### src/rtl/hdu_sb.sv
// rtl/hdu_sb.sv - hazard detect unit with long-latency register scoreboard
// Drives IF/ID stall and IF/ID/EX flush enables for the 5-stage core.
module hdu_sb #(
    parameter int REG_AW     = 5,
    parameter int MAX_LONG   = 2,
    parameter int TRAP_FLUSH = 2
) (
    input  logic                             clk,
    input  logic                             rst,
    input  logic [REG_AW-1:0]                id_rs1_addr,
    input  logic [REG_AW-1:0]                id_rs2_addr,
    input  logic                             id_rs1_rd,
    input  logic                             id_rs2_rd,
    input  logic                             id_is_long,
    input  logic                             ex_mem_read,
    input  logic [REG_AW-1:0]                ex_rd_addr,
    input  logic                             issue_long,
    input  logic [REG_AW-1:0]                issue_rd,
    input  logic                             long_done,
    input  logic [REG_AW-1:0]                long_done_rd,
    input  logic                             take_branch,
    input  logic                             trap_take,
    input  logic                             mem_stall,
    output logic                             if_stall,
    output logic                             id_stall,
    output logic                             if_flush,
    output logic                             id_flush,
    output logic                             ex_flush,
    output logic [2**REG_AW-1:0]             sb_busy,
    output logic [$clog2(MAX_LONG+1)-1:0]    long_cnt
);

    localparam int NREG = 2**REG_AW;
    localparam int CW   = $clog2(MAX_LONG+1);
    localparam int TW   = $clog2(TRAP_FLUSH+1);

    typedef enum logic {ST_RUN, ST_TRAP} state_t;

    state_t          state_q;
    logic [TW-1:0]   trap_cnt_q;
    logic [NREG-1:0] busy_q, busy_d;
    logic [CW-1:0]   cnt_q, cnt_d;

    // The trap_take cycle is the first flush cycle; TRAP covers the remaining TRAP_FLUSH-1.
    always_ff @(posedge clk or posedge rst) begin
        if (rst) begin
            state_q    <= ST_RUN;
            trap_cnt_q <= '0;
        end else begin
            case (state_q)
                ST_RUN: begin
                    if (trap_take) begin
                        state_q    <= ST_TRAP;
                        trap_cnt_q <= TW'(TRAP_FLUSH - 1);
                    end
                end
                ST_TRAP: begin
                    if (trap_take) begin
                        trap_cnt_q <= TW'(TRAP_FLUSH - 1);
                    end else if (trap_cnt_q <= TW'(1)) begin
                        state_q    <= ST_RUN;
                        trap_cnt_q <= '0;
                    end else begin
                        trap_cnt_q <= trap_cnt_q - TW'(1);
                    end
                end
                default: begin
                    state_q    <= ST_RUN;
                    trap_cnt_q <= '0;
                end
            endcase
        end
    end

    // Clear applied before set so a same-register issue/done pair stays busy.
    always_comb begin
        busy_d = busy_q;
        if (long_done) begin
            busy_d[long_done_rd] = 1'b0;
        end
        if (issue_long && issue_rd != '0) begin
            busy_d[issue_rd] = 1'b1;
        end
        busy_d[0] = 1'b0;
    end

    always_comb begin
        cnt_d = cnt_q;
        case ({issue_long, long_done})
            2'b10:   if (cnt_q != CW'(MAX_LONG)) cnt_d = cnt_q + CW'(1);
            2'b01:   if (cnt_q != '0)            cnt_d = cnt_q - CW'(1);
            default: cnt_d = cnt_q;
        endcase
    end

    always_ff @(posedge clk or posedge rst) begin
        if (rst) begin
            busy_q <= '0;
            cnt_q  <= '0;
        end else begin
            busy_q <= busy_d;
            cnt_q  <= cnt_d;
        end
    end

    always @(posedge clk) begin
        if (!rst) begin
            assert (!(long_done && cnt_q == '0));
        end
    end

    logic load_use, rs1_sb, rs2_sb, struct_haz, hazard;

    // A writeback this cycle forwards the result, so its register no longer blocks ID.
    always_comb begin
        load_use   = ex_mem_read && (ex_rd_addr != '0) &&
                     ((id_rs1_rd && id_rs1_addr == ex_rd_addr) ||
                      (id_rs2_rd && id_rs2_addr == ex_rd_addr));
        rs1_sb     = id_rs1_rd && busy_q[id_rs1_addr] &&
                     !(long_done && long_done_rd == id_rs1_addr);
        rs2_sb     = id_rs2_rd && busy_q[id_rs2_addr] &&
                     !(long_done && long_done_rd == id_rs2_addr);
        struct_haz = id_is_long && (cnt_q == CW'(MAX_LONG)) && !long_done;
        hazard     = load_use || rs1_sb || rs2_sb || struct_haz;
    end

    always_comb begin
        if_stall = 1'b0;
        id_stall = 1'b0;
        if_flush = 1'b0;
        id_flush = 1'b0;
        ex_flush = 1'b0;
        if (rst) begin
            if_stall = 1'b0;
        end else if (trap_take || state_q == ST_TRAP) begin
            if_flush = 1'b1;
            id_flush = 1'b1;
            ex_flush = 1'b1;
        end else if (take_branch) begin
            if_flush = 1'b1;
            id_flush = 1'b1;
        end else if (mem_stall) begin
            if_stall = 1'b1;
            id_stall = 1'b1;
        end else if (hazard) begin
            if_stall = 1'b1;
            id_flush = 1'b1;
        end
    end

    assign sb_busy  = busy_q;
    assign long_cnt = cnt_q;

endmodule

### config.mk
export PLATFORM = sky130hd
export DESIGN_NAME = hdu_sb
export DESIGN_NICKNAME = d
export VERILOG_FILES = /design/src/rtl/hdu_sb.sv
export SDC_FILE = /design/constraint.sdc
export NUM_CORES = 1
export LEC_CHECK = 0
export BUFFER_PORTS_ARGS = -buffer_cell sky130_fd_sc_hd__buf_2
export CORE_ASPECT_RATIO = 1.25
export CORE_MARGIN = 1.5
export CORE_UTILIZATION = 56
export CTS_CLUSTER_DIAMETER = 50
export CTS_CLUSTER_SIZE = 16
export DETAILED_ROUTE_END_ITERATION = 12
export HOLD_SLACK_MARGIN = 0.08
export PLACE_DENSITY = 0.86
export SLEW_MARGIN = 25
export SYNTH_ARGS = -nofsm -noshare
export SYNTH_HDL_FRONTEND = slang
export SYNTH_SLANG_ARGS = --single-unit
### constraint.sdc
create_clock -name clk -period 4.3 [get_ports clk]
set_input_delay 0.43 -clock clk [delete_from_list [all_inputs] [get_ports clk]]
set_output_delay 0.43 -clock clk [all_outputs]
set_load 0.05 [all_outputs]
# Yosys cells after proc, flatten, opt, wreduce, memory -nomap -nowiden
# Cells that the tools add are included.
[totals] register_bits=36 input_bits=36 elab_cells=96
[classes] add_sub_neg=3 magnitude_cmp=7 eq_ne=11 mux=39 bitwise=4 reduce_logical=28
[ops] cell="two-way mux 32 bit" count=2
[ops] cell="bitwise AND 32 bit" count=1
[ops] cell="NOT 32 bit" count=1
[ops] cell="bitwise OR 32 bit" count=1
[ops] cell="two-way mux 1 bit" count=25
[ops] cell="less-than comparator 5 x 6 -> 1 bit, second input constant" count=4
[ops] cell="equality test 5 bit" count=4
[ops] cell="logical AND 1 bit" count=15
[ops] cell="binary-select mux 1 bit (select 5 bit)" count=2
[ops] cell="demux 1 bit (select 5 bit)" count=2
[ops] cell="greater-or-equal comparator 5 x 1 -> 1 bit, second input constant" count=2
[ops] cell="two-way mux 2 bit" count=5
[ops] cell="nonzero test 5 bit" count=2
[ops] cell="!= test 2 bit, second input constant" count=4
[ops] cell="case mux 2 bit (2 select lines)" count=2
[ops] cell="logical OR 1 bit" count=5
[ops] cell="equality test 2 bit, second input constant" count=2
[ops] cell="nonzero test 2 bit" count=2
[ops] cell="subtractor 2 x 1 -> 2 bit, second input constant" count=2
[ops] cell="zero test 1 bit" count=3
[ops] cell="AND reduction 3 bit" count=1
[ops] cell="adder 2 x 1 -> 2 bit, second input constant" count=1
[ops] cell="equality test 2 x 1 -> 1 bit, second input constant" count=1
[ops] cell="<= comparator 2 x 1 -> 1 bit, second input constant" count=1
[ops] cell="other kinds (2)" count=2

# Longest topological paths before layout
# Gate-level depths: netlist of the first run.
[logic_depth] ltp_word=12 ltp_mapped=7 depth_no_buf=6

# Least setup slack after synthesis of the first run
# OpenSTA, ideal clock, no wires.
[synth_path] path_type="reg2out" startpoint="reg busy_q[5] (netlist: sb_busy[5])" endpoint="out if_stall" t_arrival_ps=2476 required_time_ps=3870 setup_slack_ps=1394 stages_incl_launch_ff=7 cell_sequence="dfrtp_1 mux4_1 nor2b_1 o32a_1 nor4b_1 or4_1 o311a_1"
[synth_between] elab_chain_len=12
[synth_rtl] item="start: declaration" line_no="41" rtl="logic [NREG-1:0] busy_q, busy_d;"
[synth_rtl] item="start signal: assignment" line_no="101" rtl="busy_q <= busy_d;"
[synth_rtl] item="binary-select mux 1 bit (select 5 bit)" line_no="119" rtl="rs1_sb = id_rs1_rd && busy_q[id_rs1_addr] &&"
[synth_rtl] item="two-way mux 1 bit (implied by the code)" line_no="119"
[synth_rtl] item="logical AND 1 bit (2 in a row)" line_no="119"
[synth_rtl] item="logical OR 1 bit" line_no="124" rtl="hazard = load_use || rs1_sb || rs2_sb || struct_haz;"
[synth_rtl] item="logical OR 1 bit (*) (2 in a row)" line_no="124"
[synth_rtl] item="two-way mux 1 bit (*)" line_no="145" rtl="end else if (hazard) begin"
[synth_rtl] item="two-way mux 1 bit (*)" line_no="142" rtl="end else if (mem_stall) begin"
[synth_rtl] item="two-way mux 1 bit (*)" line_no="139" rtl="end else if (take_branch) begin"
[synth_rtl] item="two-way mux 1 bit (*)" line_no="135" rtl="end else if (trap_take || state_q == ST_TRAP) begin"
[synth_rtl] item="two-way mux 1 bit (*)" line_no="133" rtl="if (rst) begin"
[synth_rtl] item="end: declaration" line_no="24" rtl="output logic if_stall,"
# Mark *: on every way between the ends. The rest lies on a longest branch, timed or not. The select of a mux whose other input is x is not followed.

# Worst setup path in the final report of the first run
[layout_path] startpoint="in id_rs2_addr[0]" endpoint="out if_stall"
[layout_between] elab_chain_len=12
[layout_rtl] item="start: declaration" line_no="11" rtl="input logic [REG_AW-1:0] id_rs2_addr,"
[layout_rtl] item="parallel branches: the longest is 5 deep, another holds binary-select mux 1 bit (select 5 bit)"
[layout_rtl] item="logical OR 1 bit (*) (2 in a row)" line_no="124"
[layout_rtl] item="two-way mux 1 bit (*)" line_no="145"
[layout_rtl] item="two-way mux 1 bit (*)" line_no="142"
[layout_rtl] item="two-way mux 1 bit (*)" line_no="139"
[layout_rtl] item="two-way mux 1 bit (*)" line_no="135"
[layout_rtl] item="two-way mux 1 bit (*)" line_no="133"
# Mark *: on every way between the ends. The select of a mux whose other input is x is not followed.

==> results of run 1 <==
==> per-stage QoR <==
step	worst slack, ns	power (mW)	area (sq um)
floorplan	1.39	0.971	2420
global placement	1.14	1.13	2810
detailed placement	1.10	1.15	2810
CTS	1.10	1.41	2910
global route	0.949	1.47	2910
finish	1.10	1.42	2910
==> worst reg2reg max path: stages (launching register included) <==
cell	delay [ns]
dfrtp_1	0.45
nor2b_1	0.07
a2111oi_0	0.35
a21o_1	0.13
==> routing by layer <==
| metal | share of wire (%) | global-route usage [%] |
|---|---|---|
| met5 | 0 | 0 |
| met3 | 9.0 | 6.79 |
| met2 | 50 | 50.7 |
| met1 | 38 | 41.0 |
| met4 | 3.1 | 17.0 |
==> cell families (layout without fill, tap and decap cells) <==
group	Yosys count	count (layout)
XOR/XNOR	20	20
adder cells (fa/ha/maj)	2	2
multiplexers	21	21
AND/OR/NAND/NOR	66	66
buffers and inverters	13	84
other	1	1
flip-flops	36	36
AO/OA/AOI/OAI	85	85
==> cell usage in the layout (no fill, tap or decap), types with 2 or more instances in the layout <==
master and instances:
dfrtp_1 36, nor4_1 3, inv_1 3, a21oi_1 6
xor2_1 14, xnor2_1 6, buf_2 73, nand2_1 7
ha_1 2, nand3b_1 10, nand2b_1 2, nor2_1 9
mux2i_1 5, or4_1 2, or3b_2 3, or3_1 5
nor3_1 3, clkbuf_8 7, mux4_1 2, mux2_2 3
nand3_1 9, a21o_1 2, o21ai_0 66, a2111oi_0 2
mux4_2 11, nor2b_1 5
==> worst max-delay path by stage <==
stage / endpoint / slack, ns / start / cells past startpoint
floorplan: if_stall / 1.39 / sb_busy[5]$_DFF_PP0_ / 6
global placement: if_stall / 1.14 / id_rs2_addr[0] / 8
detailed placement: if_stall / 1.10 / id_rs2_addr[0] / 8
CTS: if_stall / 1.10 / id_rs2_addr[0] / 8
global route: if_stall / 0.95 / id_rs2_addr[0] / 8
finish: if_stall / 1.10 / id_rs2_addr[0] / 8
==> area by class of cell <==
cell class	count	area (sq um)	share of cell area, %
clock buffers	7	96.3	3.31
flip-flops and latches	36	901	31.0
inverters	3	11.3	0.387
well taps	56	70.1	2.41
multi-input cells	195	1460	50.1
repair buffers	74	373	12.8
==> power by group through the flow <==
| stage | Sequential (mW) | Clock, mW | Combinational, mW |
|---|---|---|---|
| global route | 0.518 | 0.274 | 0.682 |
| detailed placement | 0.509 | 0 | 0.639 |
| floorplan | 0.756 | 0 | 0.215 |
| CTS | 0.504 | 0.262 | 0.643 |
| finish | 0.510 | 0.262 | 0.644 |
| global placement | 0.505 | 0 | 0.626 |
==> flip-flops by register name (all words and copies together) (netlist names) <==
signal      flops
sb_busy        31
state_q         1
trap_cnt_q      2
long_cnt        2
==> qor.yml, run 1 <==
timing:
  hold_slack_ns: 0.208
  fin_skew_ns: 0.000655
  hold_viol: 0
  min_period_ns: 3.20
  rsz0062_at_grt: "no"
  slew_headroom_pct: 63.4
  fmax_ghz: 0.312
  final_max_slew_viol_count: 0
  period_share_pct: 74.4
  tightestPinTransition_ns: 0.548
  finalSetupTns_ns: 0
  setup_viol: 0
power_and_ir_drop:
  power_density_nw_per_um2: 487
  max-vdd-ir-drop_mv: 0.245
  comb_power_share_pct: 45.5
  swShare_pct: 46.9
  leakage_nw: 1.28
  p_seq_share_pct: 36.0
  p_sw_uw: 664
  intPower_uw: 753
  p_clk_share_pct: 18.5
die:
  die-area_sq_um: 4740
  die_y_um: 76.6
  fp.dieW_um: 61.9
  rows: 26
  core_area_sq_um: 4130
  start_util_pct: 58.7
  io_pins: 75
critical_path:
  crit_path_start_kind: "input pin"
  ff2ff_path_depth: 3
  critical_path_class: "input pin to primary output"
  crit_buf_inv: 2
  max_stage_delay_ns: 0.59
  crit_arrival_ns: 2.77
  crit_path_cell_trace: "buf_2, mux4_1, nor2b_1, a211oi_1, a2111oi_0, or4_1, o311a_1, buf_2"
  crit_path_max_fanout: 12
  cp-end-kind: "primary output"
  r2r-end: "long_cnt[0]$_DFFE_PP0P_"
  slowest_stage: "mux4_1"
  path_delay_family: "compound AO/OA/AOI/OAI gates"
  crit_required_ns: 3.87
  r2r-start: "long_cnt[1]$_DFFE_PP0P_"
  critPathMostFrequentCell: "buf_2"
  ff2ff_setup_slack_ns: 3.24
synthesis:
  synthMostInstantiatedCell: "o21ai_0"
  yosys-top-cells-area: "dfrtp_1 (37%), o21ai_0 (14%), mux4_2 (10%)"
  yosysTopAreaCellShare_pct: 37.2
  synthSimpleGateAreaFrac_pct: 16.2
  synth-compound-area-share_pct: 19.6
  synthMuxAreaShare_pct: 15.8
  ys_warn_count: 0
  avgSynthCellArea_sq_um: 9.94
  synth_top_family_by_area: "compound AO/OA/AOI/OAI gates"
  ys_seq_elements: 36
  syn_inst: 244
  synth_top_cell_by_area: "dfrtp_1"
  synth_adder_area_share_pct: 1.03
  synth_common_cells: "o21ai_0 (66), dfrtp_1 (36), xor2_1 (14)"
  synth_nets: 282
  synth-edff-count: 0
  synth_flop_cell: "dfrtp_1"
  syn_area_sq_um: 2420
  ys_types: 48
  ys_seq_area_share_pct: 37.2
  synthArstFlopShare_pct: 100
  synthXorXnorAreaFrac_pct: 7.22
clock_tree:
  ctsResizeCount: 0
  cts_setup_buffers: 0
  htreeDepth: 2
  root_buffer: "clkbuf_8"
  cts_max_path_buffers: 2
  clk_pin_slew_ns: 0.07
  cts_hold_buffers: 0
  tritoncts: "built"
  clkSinkCount: 36
  cts_made_buffers: 5
  clock_latency_ns: 0.30
detailed_routing:
  vias_per_cell: 6.45
  drt-pass1-iter-count: 5
  wl_mm: 7.27
  ant_nets: 0
  drtIter0Drc: 211
  drc_errors: 0
  wl_per_cell_um: 19.6
  vias: 2393
placed_design:
  port_buffers: 73
  post-place-cells: 364
  gp_congestion: 0.931
  detailed_place_hpwl_mm: 5.20
final_layout:
  num_antenna_cells: 0
  finalCoreUtilization_pct: 70.4
  fin_cells: 371
  synthToLayoutAreaGrowth_pct: 19.9
  nNetsFinal: 353
  final_layout_size_suffix_gt1_share_pct: 32.7
  fill_cells: 331
global_route:
  globalRouteOverflowTotal: 0
  antenna_found_initial: 0
  grt_pass1_wl_mm: 11.3
  grt_pass1_vias: 2355
  grt_max_degree: 26
  grt.total_usage_pct: 32.5
worst_hold_path:
  hold_path.class: "input pin to async pin"
run_status:
  status: "complete, no violations"
flow_run:
  drv_cap: 0
Power figures use the tool's default switching activity.
==> run 2, diff against run 1 <==
--- a/config.mk
+++ b/config.mk
@@ -8,12 +8,12 @@
 export BUFFER_PORTS_ARGS = -buffer_cell sky130_fd_sc_hd__buf_2
 export CORE_ASPECT_RATIO = 1.25
 export CORE_MARGIN = 1.5
-export CORE_UTILIZATION = 56
+export CORE_UTILIZATION = 52
 export CTS_CLUSTER_DIAMETER = 50
 export CTS_CLUSTER_SIZE = 16
 export DETAILED_ROUTE_END_ITERATION = 12
 export HOLD_SLACK_MARGIN = 0.08
-export PLACE_DENSITY = 0.86
+export PLACE_DENSITY = 0.81
 export SLEW_MARGIN = 25
 export SYNTH_ARGS = -nofsm -noshare
 export SYNTH_HDL_FRONTEND = slang
==> constraint.sdc (replaced) <==
create_clock -name clk -period 3 [get_ports clk]
set_input_delay 0.3 -clock clk [delete_from_list [all_inputs] [get_ports clk]]
set_output_delay 0.3 -clock clk [all_outputs]
set_load 0.05 [all_outputs]
==> qor.yml, run 2 (synthesis results as in run 1) <==
clock_tree:
  htreeDepth: 2
  cts_hold_buffers: 0
  cts_max_path_buffers: 2
  clock_latency_ns: 0.29
  cts_made_buffers: 5
  clkSinkCount: 36
  tritoncts: "built"
  clk_pin_slew_ns: 0.07
  root_buffer: "clkbuf_8"
die:
  fp.dieW_um: 64.1
  start_util_pct: 54.4
  rows: 27
  die-area_sq_um: 5080
  io_pins: 75
  core_area_sq_um: 4460
  die_y_um: 79.3
detailed_routing:
  drt-pass1-iter-count: 4
  wl_per_cell_um: 19.0
  vias_per_cell: 6.45
  vias: 2439
  drtIter0Drc: 154
  wl_mm: 7.18
  drc_errors: 0
  ant_nets: 0
global_route:
  grt_max_degree: 25
  antenna_found_initial: 0
  grt_pass1_vias: 2240
  gr-usage-met3_pct: 5.52
  grt.met2_usage_pct: 47.9
  grt_util_met1_pct: 36.2
  grt.total_usage_pct: 29.1
  globalRouteOverflowTotal: 0
  busiest_layer: "met2"
  grt_pass1_wl_mm: 11.1
timing:
  hold_viol: 0
  slew_headroom_pct: 60.6
  hold_slack_ns: 0.0925
  min_period_ns: 2.91
  tightestPinTransition_ns: 0.591
  period_share_pct: 97.0
  final_max_slew_viol_count: 0
  setup_viol: 0
  fmax_ghz: 0.344
  fin_skew_ns: 0.0000782
  finalSetupTns_ns: 0
  rsz0062_at_grt: "no"
  finalWorstSetupSlack_ns: 0.0904
final_layout:
  num_antenna_cells: 0
  multi_input_area_sq_um: 1460
  layout_commonest_cell: "buf_2"
  final_cell_mix: "buf_2 (72), o21ai_0 (66), dfrtp_1 (36)"
  fill_cells: 368
  largest_reg_flops: 31
  seq_area_sq_um: 901
  stdcell_area_sq_um: 2980
  synthToLayoutAreaGrowth_pct: 22.7
  final_layout_size_suffix_gt1_share_pct: 33.8
  nNetsFinal: 357
  finalCoreUtilization_pct: 66.7
  fin_cells: 378
critical_path:
  r2r-end: "trap_cnt_q[0]$_DFFE_PP0N_"
  crit_path_max_fanout: 4
  ff2ff_setup_slack_ns: 1.97
  crit_arrival_ns: 2.61
  startpoint: "sb_busy[17]$_DFF_PP0_"
  ff2ff_path_depth: 3
  crit_required_ns: 2.70
  crit_path_start_kind: "flop"
  critical_path_class: "flop to primary output"
  r2r-start: "state_q$_DFF_PP0_"
  cp-end-kind: "primary output"
placed_design:
  post-place-cells: 369
  place_area_sq_um: 2840
  detailed_place_hpwl_mm: 5.37
  port_buffers: 73
  gp_congestion: 0.881
  pre_cts_ws_ns: 0.176
worst_hold_path:
  hold_path.class: "input pin to async pin"
power_and_ir_drop:
  power_mw: 2.13
  leakage_nw: 1.31
  power_density_nw_per_um2: 717
  max-vdd-ir-drop_mv: 0.483
flow_run:
  drv_cap: 0
run_status:
  status: "complete, no violations"
run 2: layout make-up:
| class | instances | share of cell area [%] |
|---|---|---|
| Clock inverter | 1 | 1.01 |
| Tap cell | 58 | 2.44 |
| Multi-Input combinational cell | 195 | 48.9 |
| Clock buffer | 7 | 3.24 |
| Sequential cell | 36 | 30.3 |
| Inverter | 3 | 0.378 |
| Timing Repair Buffer | 78 | 13.8 |
run 2: repair_timing:
action | 4_1_cts | 5_1_grt
buffers inserted | 0 | 1
setup endpoints to repair | 0 | 2
resized for setup | 0 | 3
run 2: how the worst max path moves through the flow:
stage / to / slack [ns] / depth (start not counted)
after CTS: if_stall / 0.04 / 7
after floorplan: if_stall / 0.22 / 6
after global routing: id_flush / 0.02 / 7
after detailed placement: if_stall / 0.18 / 8
final: id_flush / 0.09 / 7
after global placement: if_stall / 0.20 / 8
run 2: worst max-delay path, stage by stage (launching register included):
cell and delay (ns):
dfrtp_1 0.42, mux4_1 0.50, nor2b_1 0.14, a211oi_1 0.21
a2111oi_0 0.10, or4_1 0.44, o31a_1 0.29, buf_2 0.21
run 2: where the power goes:
group | switching [mW] | total, mW | internal [mW]
Sequential | 0.134 | 0.730 | 0.597
Combinational | 0.647 | 0.931 | 0.284
Clock | 0.177 | 0.470 | 0.293
Total | 0.958 | 2.13 | 1.17
run 2: per-layer routing:
| metal | wire length [um] | vias up |
|---|---|---|
| met5 | 0 | - |
| met4 | 270 | 0 |
| met3 | 627 | 30 |
| met2 | 3510 | 168 |
| met1 | 2770 | 1171 |
| li1 | - | 1070 |
